## src/rtl/usfft64_result_capture.sv

```systemverilog
// usfft64_result_capture: receives one 64-point USFFT64 result frame into a
// local buffer and drains it in natural bin order over a valid/ready stream.
// Tracks per-frame overflow and counts frames dropped while busy.
// Optional build macro: CAP_ADDR_CHECK_EN (buffer is written at the internal
// count and ADDR is checked against it; otherwise ADDR is the write index).
module usfft64_result_capture #(
  parameter int unsigned DW     = 19,
  parameter int unsigned AW     = 6,
  parameter int unsigned DROP_W = 8
) (
  input  logic              CLK,
  input  logic              RST,
  input  logic              ED,
  input  logic              RDY,
  input  logic              OVF1,
  input  logic              OVF2,
  input  logic [AW-1:0]     ADDR,
  input  logic [DW-1:0]     DOR,
  input  logic [DW-1:0]     DOI,
  output logic              M_VALID,
  input  logic              M_READY,
  output logic [2*DW-1:0]   M_DATA,
  output logic [AW-1:0]     M_INDEX,
  output logic              M_LAST,
  output logic [1:0]        FRAME_OVF,
  output logic [DROP_W-1:0] DROP_CNT,
  output logic              BUSY,
  output logic              ADDR_ERR
);

  localparam int unsigned DEPTH    = 1 << AW;
  localparam logic [AW:0] LAST_CNT = (AW+1)'(DEPTH - 1);

  typedef enum logic [1:0] {
    S_IDLE,
    S_CAPTURE,
    S_DRAIN
  } state_t;

  state_t              state_q;
  logic [AW:0]         cnt_q;
  logic [AW:0]         rd_ptr_q;
  logic [1:0]          ovf_acc_q;
  logic [1:0]          frame_ovf_q;
  logic [DROP_W-1:0]   drop_cnt_q;
  logic                addr_err_q;

  logic [2*DW-1:0]     buf_mem [DEPTH];

  logic                s1_valid_q;
  logic [AW-1:0]       s1_idx_q;
  logic [2*DW-1:0]     s1_data_q;

  logic                out_valid_q;
  logic [2*DW-1:0]     out_data_q;
  logic [AW-1:0]       out_idx_q;
  logic                out_last_q;

  logic                frame_start;
  logic                cap_word;
  logic                last_cap;
  logic                drop_evt;
  logic                hs;
  logic                s1_move;
  logic                fetch_en;
  logic                wr_en;
  logic [AW-1:0]       wr_idx;
  logic                addr_bad;

  // Decode frame events, write port and drain pipeline advance conditions.
  always_comb begin
    frame_start = ED && RDY && (state_q != S_DRAIN);
    cap_word    = (state_q == S_CAPTURE) && ED && !RDY;
    last_cap    = cap_word && (cnt_q == LAST_CNT);
    drop_evt    = ED && RDY && (state_q != S_IDLE);
    hs          = out_valid_q && M_READY;
    s1_move     = s1_valid_q && (!out_valid_q || M_READY);
    // Word 0 is fetched on the final capture cycle so the first word is
    // presented two cycles after it; the skid stage keeps 1 word/cycle.
    fetch_en    = (last_cap || (state_q == S_DRAIN)) && !rd_ptr_q[AW] &&
                  (!s1_valid_q || s1_move);
    wr_en       = frame_start || cap_word;
`ifdef CAP_ADDR_CHECK_EN
    wr_idx      = frame_start ? '0 : cnt_q[AW-1:0];
    addr_bad    = (ADDR != wr_idx);
`else
    wr_idx      = ADDR;
    addr_bad    = 1'b0;
`endif
  end

  // Frame buffer write port and registered read into the prefetch stage.
  always_ff @(posedge CLK) begin
    if (wr_en) begin
      buf_mem[wr_idx] <= {DOR, DOI};
    end
    if (fetch_en) begin
      s1_data_q <= buf_mem[rd_ptr_q[AW-1:0]];
    end
  end

  // Capture/drain FSM, overflow and drop bookkeeping, output registers.
  always_ff @(posedge CLK) begin
    if (RST) begin
      state_q     <= S_IDLE;
      cnt_q       <= '0;
      rd_ptr_q    <= '0;
      ovf_acc_q   <= '0;
      frame_ovf_q <= '0;
      drop_cnt_q  <= '0;
      addr_err_q  <= 1'b0;
      s1_valid_q  <= 1'b0;
      s1_idx_q    <= '0;
      out_valid_q <= 1'b0;
      out_data_q  <= '0;
      out_idx_q   <= '0;
      out_last_q  <= 1'b0;
    end else begin
      if (drop_evt && (drop_cnt_q != '1)) begin
        drop_cnt_q <= drop_cnt_q + DROP_W'(1);
      end

      if (frame_start) begin
        state_q     <= S_CAPTURE;
        cnt_q       <= (AW+1)'(1);
        rd_ptr_q    <= '0;
        ovf_acc_q   <= {OVF2, OVF1};
        frame_ovf_q <= '0;
        addr_err_q  <= addr_bad;
      end else if (cap_word) begin
        cnt_q      <= cnt_q + (AW+1)'(1);
        ovf_acc_q  <= ovf_acc_q | {OVF2, OVF1};
        addr_err_q <= addr_err_q | addr_bad;
        if (last_cap) begin
          state_q     <= S_DRAIN;
          frame_ovf_q <= ovf_acc_q | {OVF2, OVF1};
        end
      end else if ((state_q == S_DRAIN) && hs && out_last_q) begin
        state_q <= S_IDLE;
      end

      if (fetch_en) begin
        s1_valid_q <= 1'b1;
        s1_idx_q   <= rd_ptr_q[AW-1:0];
        rd_ptr_q   <= rd_ptr_q + (AW+1)'(1);
      end else if (s1_move) begin
        s1_valid_q <= 1'b0;
      end

      if (s1_move) begin
        out_valid_q <= 1'b1;
        out_data_q  <= s1_data_q;
        out_idx_q   <= s1_idx_q;
        out_last_q  <= (s1_idx_q == '1);
      end else if (hs) begin
        out_valid_q <= 1'b0;
      end
    end
  end

  assign M_VALID   = out_valid_q;
  assign M_DATA    = out_data_q;
  assign M_INDEX   = out_idx_q;
  assign M_LAST    = out_last_q;
  assign FRAME_OVF = frame_ovf_q;
  assign DROP_CNT  = drop_cnt_q;
  assign BUSY      = (state_q != S_IDLE);
  assign ADDR_ERR  = addr_err_q;

endmodule

```

## config.mk

```make
export PLATFORM = sky130hd
export DESIGN_NAME = usfft64_result_capture
export DESIGN_NICKNAME = d
export VERILOG_FILES = /design/src/rtl/usfft64_result_capture.sv
export SDC_FILE = /design/constraint.sdc
export NUM_CORES = 2
export LEC_CHECK = 0
export BUFFER_PORTS_ARGS = -buffer_cell sky130_fd_sc_hd__buf_2
export CAP_MARGIN = 20
export CORE_ASPECT_RATIO = 0.7
export CORE_MARGIN = 2
export CORE_UTILIZATION = 60
export CTS_CLUSTER_SIZE = 24
export DETAILED_ROUTE_END_ITERATION = 6
export GPL_TIMING_DRIVEN = 0
export PLACE_DENSITY = 0.76
export SKIP_CTS_REPAIR_TIMING = 1
export SLEW_MARGIN = 20
export SYNTH_ARGS = -nofsm -noshare
export SYNTH_HDL_FRONTEND = slang
export SYNTH_SLANG_ARGS = --single-unit
```

## constraint.sdc

```tcl
create_clock -name CLK -period 7.36 [get_ports CLK]
set_input_delay 1.472 -clock CLK [delete_from_list [all_inputs] [get_ports CLK]]
set_output_delay 1.472 -clock CLK [all_outputs]
set_load 0.03 [all_outputs]
```

==> impl_results.md <==
* Status: finished, violations left
* Failing checks: DRC
* Fin util at 69.35%
* Slew HR at 7.923%
* R2R depth at 9
* RePlAce Congestion at 0.9048
* RSZ-0062 raised after global routing: false
* Synth-to-layout area growth at 14.82%
* CP required at 7870 ps
* Most frequent cells in the layout: edfxtp_1 (2470), mux4_2 (598), clkbuf_16 (218), buf_2 (150), mux2i_1 (145)
* WL met3 at 61120 um
* Layout Nets at 4888
* Die area at 165000 um^2
* Number of port buffers at 103
* Critical Path AT at 5440 ps
* Sequential share of the synthesized area at 78.11%
* First-pass DRT Iterations at 7
* Clock latency on the worst-skew pair at 890 ps
* Critical path fanouts, max at 12
* CP bufs+invs at 5
* Startpoint types: flop
* Hold Path Depth at 2
* Tot GR Track Use at 38.52%
* Drt drc at 18
* PnR worst setup slack at 2431 ps
* First-pass GRT wire length at 425400 um
* Initial antenna violation count at 25
* TritonCTS clock tree: done
* FF/Latch Area at 75790 um^2
* GRT Residual Overflow at 0
* Pins Over Slew Limit at 0
* Post-route ant nets at 0
* WL final at 316100 um
* Crit Path Class: flop to flop
* Routed via count at 53810
* Initial core utilization at 60.39%
* Area post-placement at 104300 um^2
* Unique cell type count in the Yosys netlist at 59
* Crit path depth at 9
* CP max stage cell: a221oi_1
* Ports at 109
* Layout cells sized above 1 at 29.76%
* Number of global-route vias before repair at 51570
* WL per Instance at 44.11 um
* Number of clock sinks at 2551
* Critical Path, Cell by Cell: buf_2, buf_6, buf_4, buf_4, buf_4, mux2i_1, mux2i_1, a22oi_1, a221oi_1
* Most used cell, CP: buf_4
* Yosys warns at 0
* First DRT Iteration DRCs at 11640
* Chip Height at 340.5 um
* # fillers at 9175
* H-Tree Level Count at 4
* Post-Place Setup Slack at 2839 ps
* Bufs on Longest Clock Path at 3
* Pwr Density at 250.8 nW/um^2
* Critical Path End Type: flop
* Metal2 WL at 131800 um
* VDD IR max at 0.2237 mV
* Largest net degree at the start of global routing at 65
* Number of synthesized register bits at 2551
* Cell family with most CP delay: buffers and inverters
* Post-route minimum period at 4929 ps
* Worst Hold Class: flop to flop
* Leakage at 34.11 nW
* Mapped Nets at 4369
* Max cap viols at 0
* Skew final at 56.96 ps
* Final period util at 66.98%
* Multi-input gate area at 20280 um^2
* Uppermost layer routed: met5
* Async set-or-reset flop fraction in the synthesized netlist at 0%
* Netlist Area Pre-Place at 97040 um^2
* Clk pin slew, worst setup/hold paths at 70 ps
* Setup violators final at 0
* Met1 Routed Length at 102900 um
* HPWL Detailed at 206200 um
* Vias per cell at 7.509
* Row Count at 123
* Number of enable flip-flop cells after synthesis at 2470
* Slew at the pin closest to its max-slew limit at 1373 ps
* Die Width at 484.7 um
* CTS buffer count at 218
* Clk root buf: clkbuf_16
* Syn Inst Count at 4315
* Mean post-synth cell area at 22.49 um^2
* Most common cell after layout, fill and taps aside: edfxtp_1
* Core Footprint at 160700 um^2
* F_max at 202.9 MHz
* Most used DFF post-synth: edfxtp_1
* CP max stage delay at 990 ps
* Final Hold Vio Count at 0
* Post-Layout Inst Area at 111400 um^2
-- synth_stat cells (9+ instances only) --
cell type / count / share of area (%)
a221oi_2: 14 / 0.22
edfxtp_1: 2470 / 76
a22o_1: 58 / 0.52
mux2_2: 20 / 0.23
nand3_1: 22 / 0.11
buf_1: 11 / 0.043
o21ai_0: 10 / 0.052
buf_4: 46 / 0.36
nand3b_1: 11 / 0.085
nor2_1: 95 / 0.37
a221oi_1: 75 / 0.68
a22oi_1: 31 / 0.24
clkbuf_1: 91 / 0.35
and3_1: 9 / 0.058
mux2i_1: 145 / 1.5
buf_6: 30 / 0.35
a211oi_1: 19 / 0.15
nand4_1: 10 / 0.064
mux4_2: 598 / 14
dfxtp_1: 81 / 1.7
buf_2: 75 / 0.39
o221ai_1: 18 / 0.16
nor2b_1: 13 / 0.084
nand2_1: 128 / 0.50
a21oi_1: 108 / 0.56
o22ai_1: 23 / 0.15
-- per-layer routing --
layer  vias up  GRT usage [%]
met3      1170          18.82
met1     27340          51.63
li1      19400              -
met4        16          19.36
met2      5881          52.91
met5         -              0
-- tightest hold or removal path: stages, from the launching register on --
cell	delay (ps)
dfxtp_1	310
nand2_1	50
a21oi_1	50
-- kinds of logic after synthesis --
group,after synthesis,share of synthesized area (%)
XOR/XNOR,12,0.1083
adder cells (fa/ha/maj),4,0.04900
AND/OR/NAND/NOR,337,1.607
AO/OA/AOI/OAI,381,2.923
multiplexers,770,15.69
buffers and inverters,259,1.512
other,1,0.003865
flip-flops,2551,78.11
-- worst paths after layout --
check / to / from / slack, ps
setup / recovery: s1_data_q[5] / rd_ptr_q[1] / 2430
hold / removal: M_DATA[10] / M_DATA[10] / 450
setup reg to reg: s1_data_q[5] / rd_ptr_q[1] / 2430
hold reg to reg: M_DATA[10] / M_DATA[10] / 450
-- flip-flops by register name (all words and copies together), names as in the netlist --
name	flops
buf_mem	2432
M_DATA	38
s1_data_q	38
DROP_CNT	8
cnt_q	7
rd_ptr_q	7
M_INDEX	6
s1_idx_q	6
FRAME_OVF	2
ovf_acc_q	2
state_q	2
M_LAST	1
M_VALID	1
s1_valid_q	1
-- where the power goes --
group	total (mW)	leakage [nW]	switching, mW	internal [mW]
clock network	11.6	3.45	5.42	6.17
registers	16.0	22.9	0.0110	15.9
logic	0.394	7.80	0.342	0.0518
total	27.9	34.1	5.77	22.2
-- stage by stage --
| stage | hold slack (ps) | TNS [ps] | instances | total power, mW |
|---|---|---|---|---|
| CTS | 456.6 | 0 | 7148 | 27.85 |
| global placement | 441.2 | -1152310 | 6543 | 16.59 |
| detailed placement | 447.8 | 0 | 6738 | 16.64 |
| finish | 453.7 | 0 | 7166 | 27.94 |
| floorplan | 445.0 | 0 | 4315 | 16.32 |
| global route | 469.7 | 0 | 7151 | 28.39 |
-- cell type report --
class	count	area share [%]
inverter	5	0.01684
buffer	254	1.321
clock inverter	146	1.209
sequential	2551	68.03
tap	2125	2.386
clock buffer	264	5.078
multi-input combinational	1505	18.21
timing repair buffer	299	3.718
antenna	17	0.03818
(Power assumes the default switching activity.)
